$ cat src/rtl/uart_tx_fifo.sv
// uart_tx_fifo: parametrised UART transmitter fed by a small valid/ready input FIFO.
// Frames (start, data LSB first, optional parity, stop) are sent back-to-back while words are queued.
module uart_tx_fifo #(
  parameter int unsigned DATA_BITS    = 8,
  parameter int unsigned CLKS_PER_BIT = 434,
  parameter int unsigned PARITY       = 0,
  parameter int unsigned STOP_BITS    = 1,
  parameter int unsigned FIFO_DEPTH   = 4
) (
  input  logic                             clk,
  input  logic                             rst,
  input  logic [DATA_BITS-1:0]             data_in,
  input  logic                             valid_in,
  output logic                             ready_out,
  output logic                             tx,
  output logic                             busy,
  output logic                             done,
  output logic [$clog2(FIFO_DEPTH+1)-1:0]  fifo_count
);

  localparam int unsigned STOP_CLKS = STOP_BITS * CLKS_PER_BIT;
  localparam int unsigned BAUD_W    = $clog2(STOP_CLKS);
  localparam int unsigned BIT_W     = $clog2(DATA_BITS);
  localparam int unsigned PTR_W     = $clog2(FIFO_DEPTH);
  localparam int unsigned CNT_W     = $clog2(FIFO_DEPTH + 1);

  if (PARITY > 2) begin : g_bad_parity
    $error("uart_tx_fifo: PARITY must be 0 (none), 1 (even) or 2 (odd)");
  end
  if (STOP_BITS != 1 && STOP_BITS != 2) begin : g_bad_stop
    $error("uart_tx_fifo: STOP_BITS must be 1 or 2");
  end
  if (DATA_BITS < 5 || DATA_BITS > 9) begin : g_bad_data
    $error("uart_tx_fifo: DATA_BITS must be in 5..9");
  end
  if (CLKS_PER_BIT < 2) begin : g_bad_baud
    $error("uart_tx_fifo: CLKS_PER_BIT must be at least 2");
  end
  if (FIFO_DEPTH < 2 || (FIFO_DEPTH & (FIFO_DEPTH - 1)) != 0) begin : g_bad_depth
    $error("uart_tx_fifo: FIFO_DEPTH must be a power of two >= 2");
  end

  typedef enum logic [2:0] {S_IDLE, S_START, S_DATA, S_PAR, S_STOP} state_t;

  state_t               state, state_next;
  logic [BAUD_W-1:0]    baud_cnt, baud_next;
  logic [BIT_W-1:0]     bit_cnt, bit_next;
  logic [DATA_BITS-1:0] shift, shift_next;
  logic                 par_bit, par_next;
  logic                 tx_next;
  logic                 pop;

  logic [DATA_BITS-1:0] mem [FIFO_DEPTH];
  logic [PTR_W-1:0]     wr_ptr, rd_ptr;
  logic [CNT_W-1:0]     count;
  logic [DATA_BITS-1:0] head;
  logic                 wr_en;
  logic                 fifo_empty;
  logic                 bit_end, stop_end, last_data;

  assign ready_out  = (count != CNT_W'(FIFO_DEPTH));
  assign fifo_count = count;
  assign fifo_empty = (count == '0);
  assign wr_en      = valid_in && ready_out && !rst;
  assign head       = mem[rd_ptr];

  assign bit_end   = (baud_cnt == BAUD_W'(CLKS_PER_BIT - 1));
  assign stop_end  = (baud_cnt == BAUD_W'(STOP_CLKS - 1));
  assign last_data = (bit_cnt == BIT_W'(DATA_BITS - 1));

  assign busy = (state != S_IDLE);
  assign done = (state == S_STOP) && stop_end;

  always_ff @(posedge clk) begin
    if (wr_en) mem[wr_ptr] <= data_in;
  end

  always_ff @(posedge clk) begin
    if (rst) begin
      wr_ptr <= '0;
      rd_ptr <= '0;
      count  <= '0;
    end else begin
      if (wr_en) wr_ptr <= wr_ptr + PTR_W'(1);
      if (pop)   rd_ptr <= rd_ptr + PTR_W'(1);
      case ({wr_en, pop})
        2'b10:   count <= count + CNT_W'(1);
        2'b01:   count <= count - CNT_W'(1);
        default: count <= count;
      endcase
    end
  end

  always_ff @(posedge clk) begin
    if (rst) begin
      state    <= S_IDLE;
      tx       <= 1'b1;
      baud_cnt <= '0;
      bit_cnt  <= '0;
      shift    <= '0;
      par_bit  <= 1'b0;
    end else begin
      state    <= state_next;
      tx       <= tx_next;
      baud_cnt <= baud_next;
      bit_cnt  <= bit_next;
      shift    <= shift_next;
      par_bit  <= par_next;
    end
  end

  // A pop loads the shifter and latches parity from the popped word, so later
  // changes on data_in or the FIFO cannot disturb the frame in flight.
  always_comb begin
    state_next = state;
    tx_next    = tx;
    baud_next  = baud_cnt + BAUD_W'(1);
    bit_next   = bit_cnt;
    shift_next = shift;
    par_next   = par_bit;
    pop        = 1'b0;

    case (state)
      S_IDLE: begin
        baud_next = '0;
        if (!fifo_empty) begin
          pop        = 1'b1;
          state_next = S_START;
          tx_next    = 1'b0;
        end
      end
      S_START: begin
        if (bit_end) begin
          baud_next  = '0;
          bit_next   = '0;
          state_next = S_DATA;
          tx_next    = shift[0];
        end
      end
      S_DATA: begin
        if (bit_end) begin
          baud_next = '0;
          if (last_data) begin
            if (PARITY != 0) begin
              state_next = S_PAR;
              tx_next    = par_bit;
            end else begin
              state_next = S_STOP;
              tx_next    = 1'b1;
            end
          end else begin
            bit_next   = bit_cnt + BIT_W'(1);
            shift_next = shift >> 1;
            tx_next    = shift[1];
          end
        end
      end
      S_PAR: begin
        if (bit_end) begin
          baud_next  = '0;
          state_next = S_STOP;
          tx_next    = 1'b1;
        end
      end
      S_STOP: begin
        if (stop_end) begin
          baud_next = '0;
          if (!fifo_empty) begin
            pop        = 1'b1;
            state_next = S_START;
            tx_next    = 1'b0;
          end else begin
            state_next = S_IDLE;
            tx_next    = 1'b1;
          end
        end
      end
      default: begin
        state_next = S_IDLE;
        tx_next    = 1'b1;
        baud_next  = '0;
      end
    endcase

    if (pop) begin
      shift_next = head;
      par_next   = (^head) ^ (PARITY == 2);
    end
  end

endmodule

$ cat config.mk
export PLATFORM = sky130hd
export DESIGN_NAME = uart_tx_fifo
export DESIGN_NICKNAME = d
export VERILOG_FILES = /design/src/rtl/uart_tx_fifo.sv
export SDC_FILE = /design/constraint.sdc
export NUM_CORES = 1
export LEC_CHECK = 0
export CORE_MARGIN = 4
export CORE_UTILIZATION = 30
export DETAILED_ROUTE_END_ITERATION = 7
export SLEW_MARGIN = 20
export SYNTH_ARGS = -nofsm -noshare
export SYNTH_HDL_FRONTEND = slang
export SYNTH_SLANG_ARGS = --single-unit
$ cat constraint.sdc
create_clock -name clk -period 3.5 [get_ports clk]
set_input_delay 0.875 -clock clk [delete_from_list [all_inputs] [get_ports clk]]
set_output_delay 0.875 -clock clk [all_outputs]
set_load 0.02 [all_outputs]
==> metrics.md <==
| Metric | Value |
|---|---|
| Pwr dens | `635 nW/um2` |
| Pin count of the biggest net entering global routing | `27` |
| Filler instances | `910` |
| Die Span Y | `between 100 and 150 um` |
| Synthesized flop and latch total | `65` |
| Max-slew headroom | `60.4%` |
| Worst Setup Start Kind | `flop` |
| CTS hold repair buffers | `0` |
| Setup violators final | `0` |
| Setup ws final | `between 300 and 400 ps` |
| Critical Path Sink Type | `output port` |
| First-pass GRT wire length | `8800 um` |
| CP startpoint | `baud_cnt[0]` |
| Final wirelength | `5160 um` |
| Cells after synthesis | `230` |
| Final Cycle Share | `90.4%` |
| Cts bufs inserted | `9` |
| Area growth from synthesis to layout | `17.8%` |
| Share of the yosys chip area belonging to registers | `57.3%` |
| GPL Wtd Cong | `0.739` |
| Hold path startpoint | `bit_cnt[1]` |
| Die area | `about 11000 um2` |
| DP Area | `3110 um2` |
| Worst Max-Slew Pin Slew | `594 ps` |
| DP Wirelength | `3460 um` |
| Critical setup path kind | `flop to output port` |
| Clock Skews | `8.32 ps` |
| Hold WS | `455 ps` |
| Final Cell Area | `between 3000 and 4000 um2` |
| Area of the mapped netlist | `about 2800 um2` |
| Die width | `105 um` |
| Antenna cells | `0` |
| MaxCap Viol Count | `0` |
| Status | `finished, final reports clean` |
| Hold Vio Cnt, Final | `0` |
| Crit Path Max Fanout | `5` |
| GRT overflow | `0` |
| Setup WS pre-CTS | `652 ps` |
| Pleak | `0.00114 uW` |
| CTS tree | `done` |
| # IOs | `18` |
| Vias | `1779` |
| Min-Delay Path Depth | `2` |
| Syn_area_per_cell | `between 10 and 15 um2` |
| Clock transition at the registers of the reported paths | `70 ps` |
| Final net count | `271` |
| Ys Warns | `0` |
| DR DRC count | `0` |
| Initial antenna violation count | `0` |
| Worst skew pair latency | `about 340 ps` |
| Reg2reg start | `baud_cnt[0]` |
| Clock sink total | `65` |
| Root buf cell | `clkbuf_8` |
| Cts repair resizes | `0` |
| Longest Clk Path Bufs | `2` |
| Drt initial violations | `95` |
| Worst EP required | `approximately 2600 ps` |
| Hold WC Path Type | `flop to flop` |
| Worst reg2reg path depth | `11` |
| Via/cell ratio | `roughly 5` |
| Post-route ant nets | `0` |
| Data arrival, critical path | `approximately 2300 ps` |
| Setup Fix Bufs, Post-CTS | `0` |
| Slew Viols, Final | `0` |
| Worst VDD drop | `about 0.28 mV` |
| Layout cells sized above 1 | `12.5%` |
| RSZ-0062 raised after global routing | `no` |
| Fin crit period | `3160 ps` |
| Initial Util | `30.8%` |
| Syn nets | `251` |
| Drt wl/cell | `14.1 um` |
| Vias in the first global route | `1778` |
| F_max | `316 MHz` |
| Buffers on Ports | `17` |
| # rows | `35` |
| Setup TNS | `0 ps` |
| DRT Pass-1 Iters | `4` |
| Area of the core | `roughly 9000 um2` |
| H-tree levels | `3` |
| Netlist cell types | `40` |
| Final core utilization | `between 30% and 40%` |
| All-Layer GR Usage | `10.3%` |
## critical path, stage by stage, from the launching register on
cell	delay (ps)
dfxtp_1	390
ha_1	180
and4b_1	360
nand2_1	180
nor4_1	200
clkdlybuf4s50_1	650
## power breakdown
part | internal [uW] | leakage (uW) | switching (uW)
Combinational | 205 | 0.000473 | 226
Sequential | 889 | 0.000560 | 80.2
Clock | 408 | 0.000110 | 309
Total | 1500 | 0.00114 | 615
## per-layer routing
layer	vias to the layer above	routed length (um)	track usage, %
li1	884	-	-
met1	851	2280	12.2
met2	37	2570	17.0
met3	7	256	3.83
met4	0	47	3.94
met5	-	0	0
## registers in the layout, summed over array words and instances, names as in the netlist, named ones only
register,cells
rd_ptr,2
fifo_count,3
baud_cnt,9
state,3
bit_cnt,3
shift,8
mem,32
tx,1
wr_ptr,2
## placed cells by master (no fill, tap or decap), types with 2 or more instances in the layout
| cell | instances |
|---|---|
| a211oi_1 | 10 |
| a21oi_1 | 11 |
| and2_1 | 5 |
| bufinv_16 | 2 |
| clkbuf_8 | 9 |
| clkdlybuf4s50_1 | 17 |
| clkinv_4 | 2 |
| dfxtp_1 | 33 |
| edfxtp_1 | 32 |
| ha_1 | 9 |
| inv_1 | 11 |
| inv_6 | 2 |
| mux2i_1 | 8 |
| mux4_2 | 8 |
| nand2_1 | 14 |
| nand3_1 | 6 |
| nand4b_1 | 2 |
| nor2_1 | 19 |
| nor2b_1 | 3 |
| nor3_1 | 8 |
| o21ai_0 | 7 |
| or3_1 | 5 |
| or4_1 | 3 |
| xnor2_1 | 5 |
| xor2_1 | 5 |
## synth_stat cells (all sizes together)
library cell	instances	area (um2)
mux2i	8	80.1
o211ai	1	7.51
o21ai	7	35.0
mux2	1	11.3
nor4	1	6.26
a211oi	10	75.1
xnor2	5	43.8
and4b	1	10.0
a21oi	12	63.8
nor2	19	71.3
nand2b	1	6.26
and4bb	1	16.3
fa	1	20.0
and4	1	8.76
or3b	1	8.76
nand4b	2	17.5
nand4	1	6.26
nand2	14	52.6
xor2	5	43.8
ha	9	113
clkbuf	3	11.3
or3	5	31.3
mux4	8	180
nand4bb	1	11.3
o2111ai	1	26.3
nand3	7	40.0
buf	6	28.8
or4	3	22.5
nor3b	1	12.5
edfxtp	32	961
inv	11	41.3
dfxtp	33	661
nor3	8	40.0
nor2b	3	18.8
nor4b	1	8.76
a22oi	1	7.51
and2	5	31.3
## cells by family after synthesis
family,share of synthesized area (%)
adders and majority gates,4.69
buffers and inverters,2.87
AOI/OAI and AO/OA,7.60
muxes,9.59
and+or+nand+nor,14.9
xor gates and xnor gates,3.09
DFF,57.3
## final timing paths
kind,slack (ps),end
max reg2reg,760,fifo_count[2]
min,460,bit_cnt[1]
min reg2reg,460,bit_cnt[1]
max,340,done
## final cells by class
cell class                      instances  area [um2]  area share [%]
Sequential cell                        65        1620            48.6
Tap cell                              111         139            4.17
Timing Repair Buffer                   18         178            5.33
Clock inverter                          7         103            3.08
Clock buffer                            9         124            3.72
Multi-Input combinational cell        145        1130            33.8
Inverter                               11        41.3            1.24
## metrics by stage
| step | power (uW) | instances |
|---|---|---|
| 3_5_place_dp | 1420 | 350 |
| 5_1_grt | 2250 | 366 |
| 4_1_cts | 2150 | 366 |
| 6_report | 2120 | 366 |
| 3_3_place_gp | 1410 | 350 |
| 2_1_floorplan | 1290 | 230 |
Power figures use the tool's default switching activity.
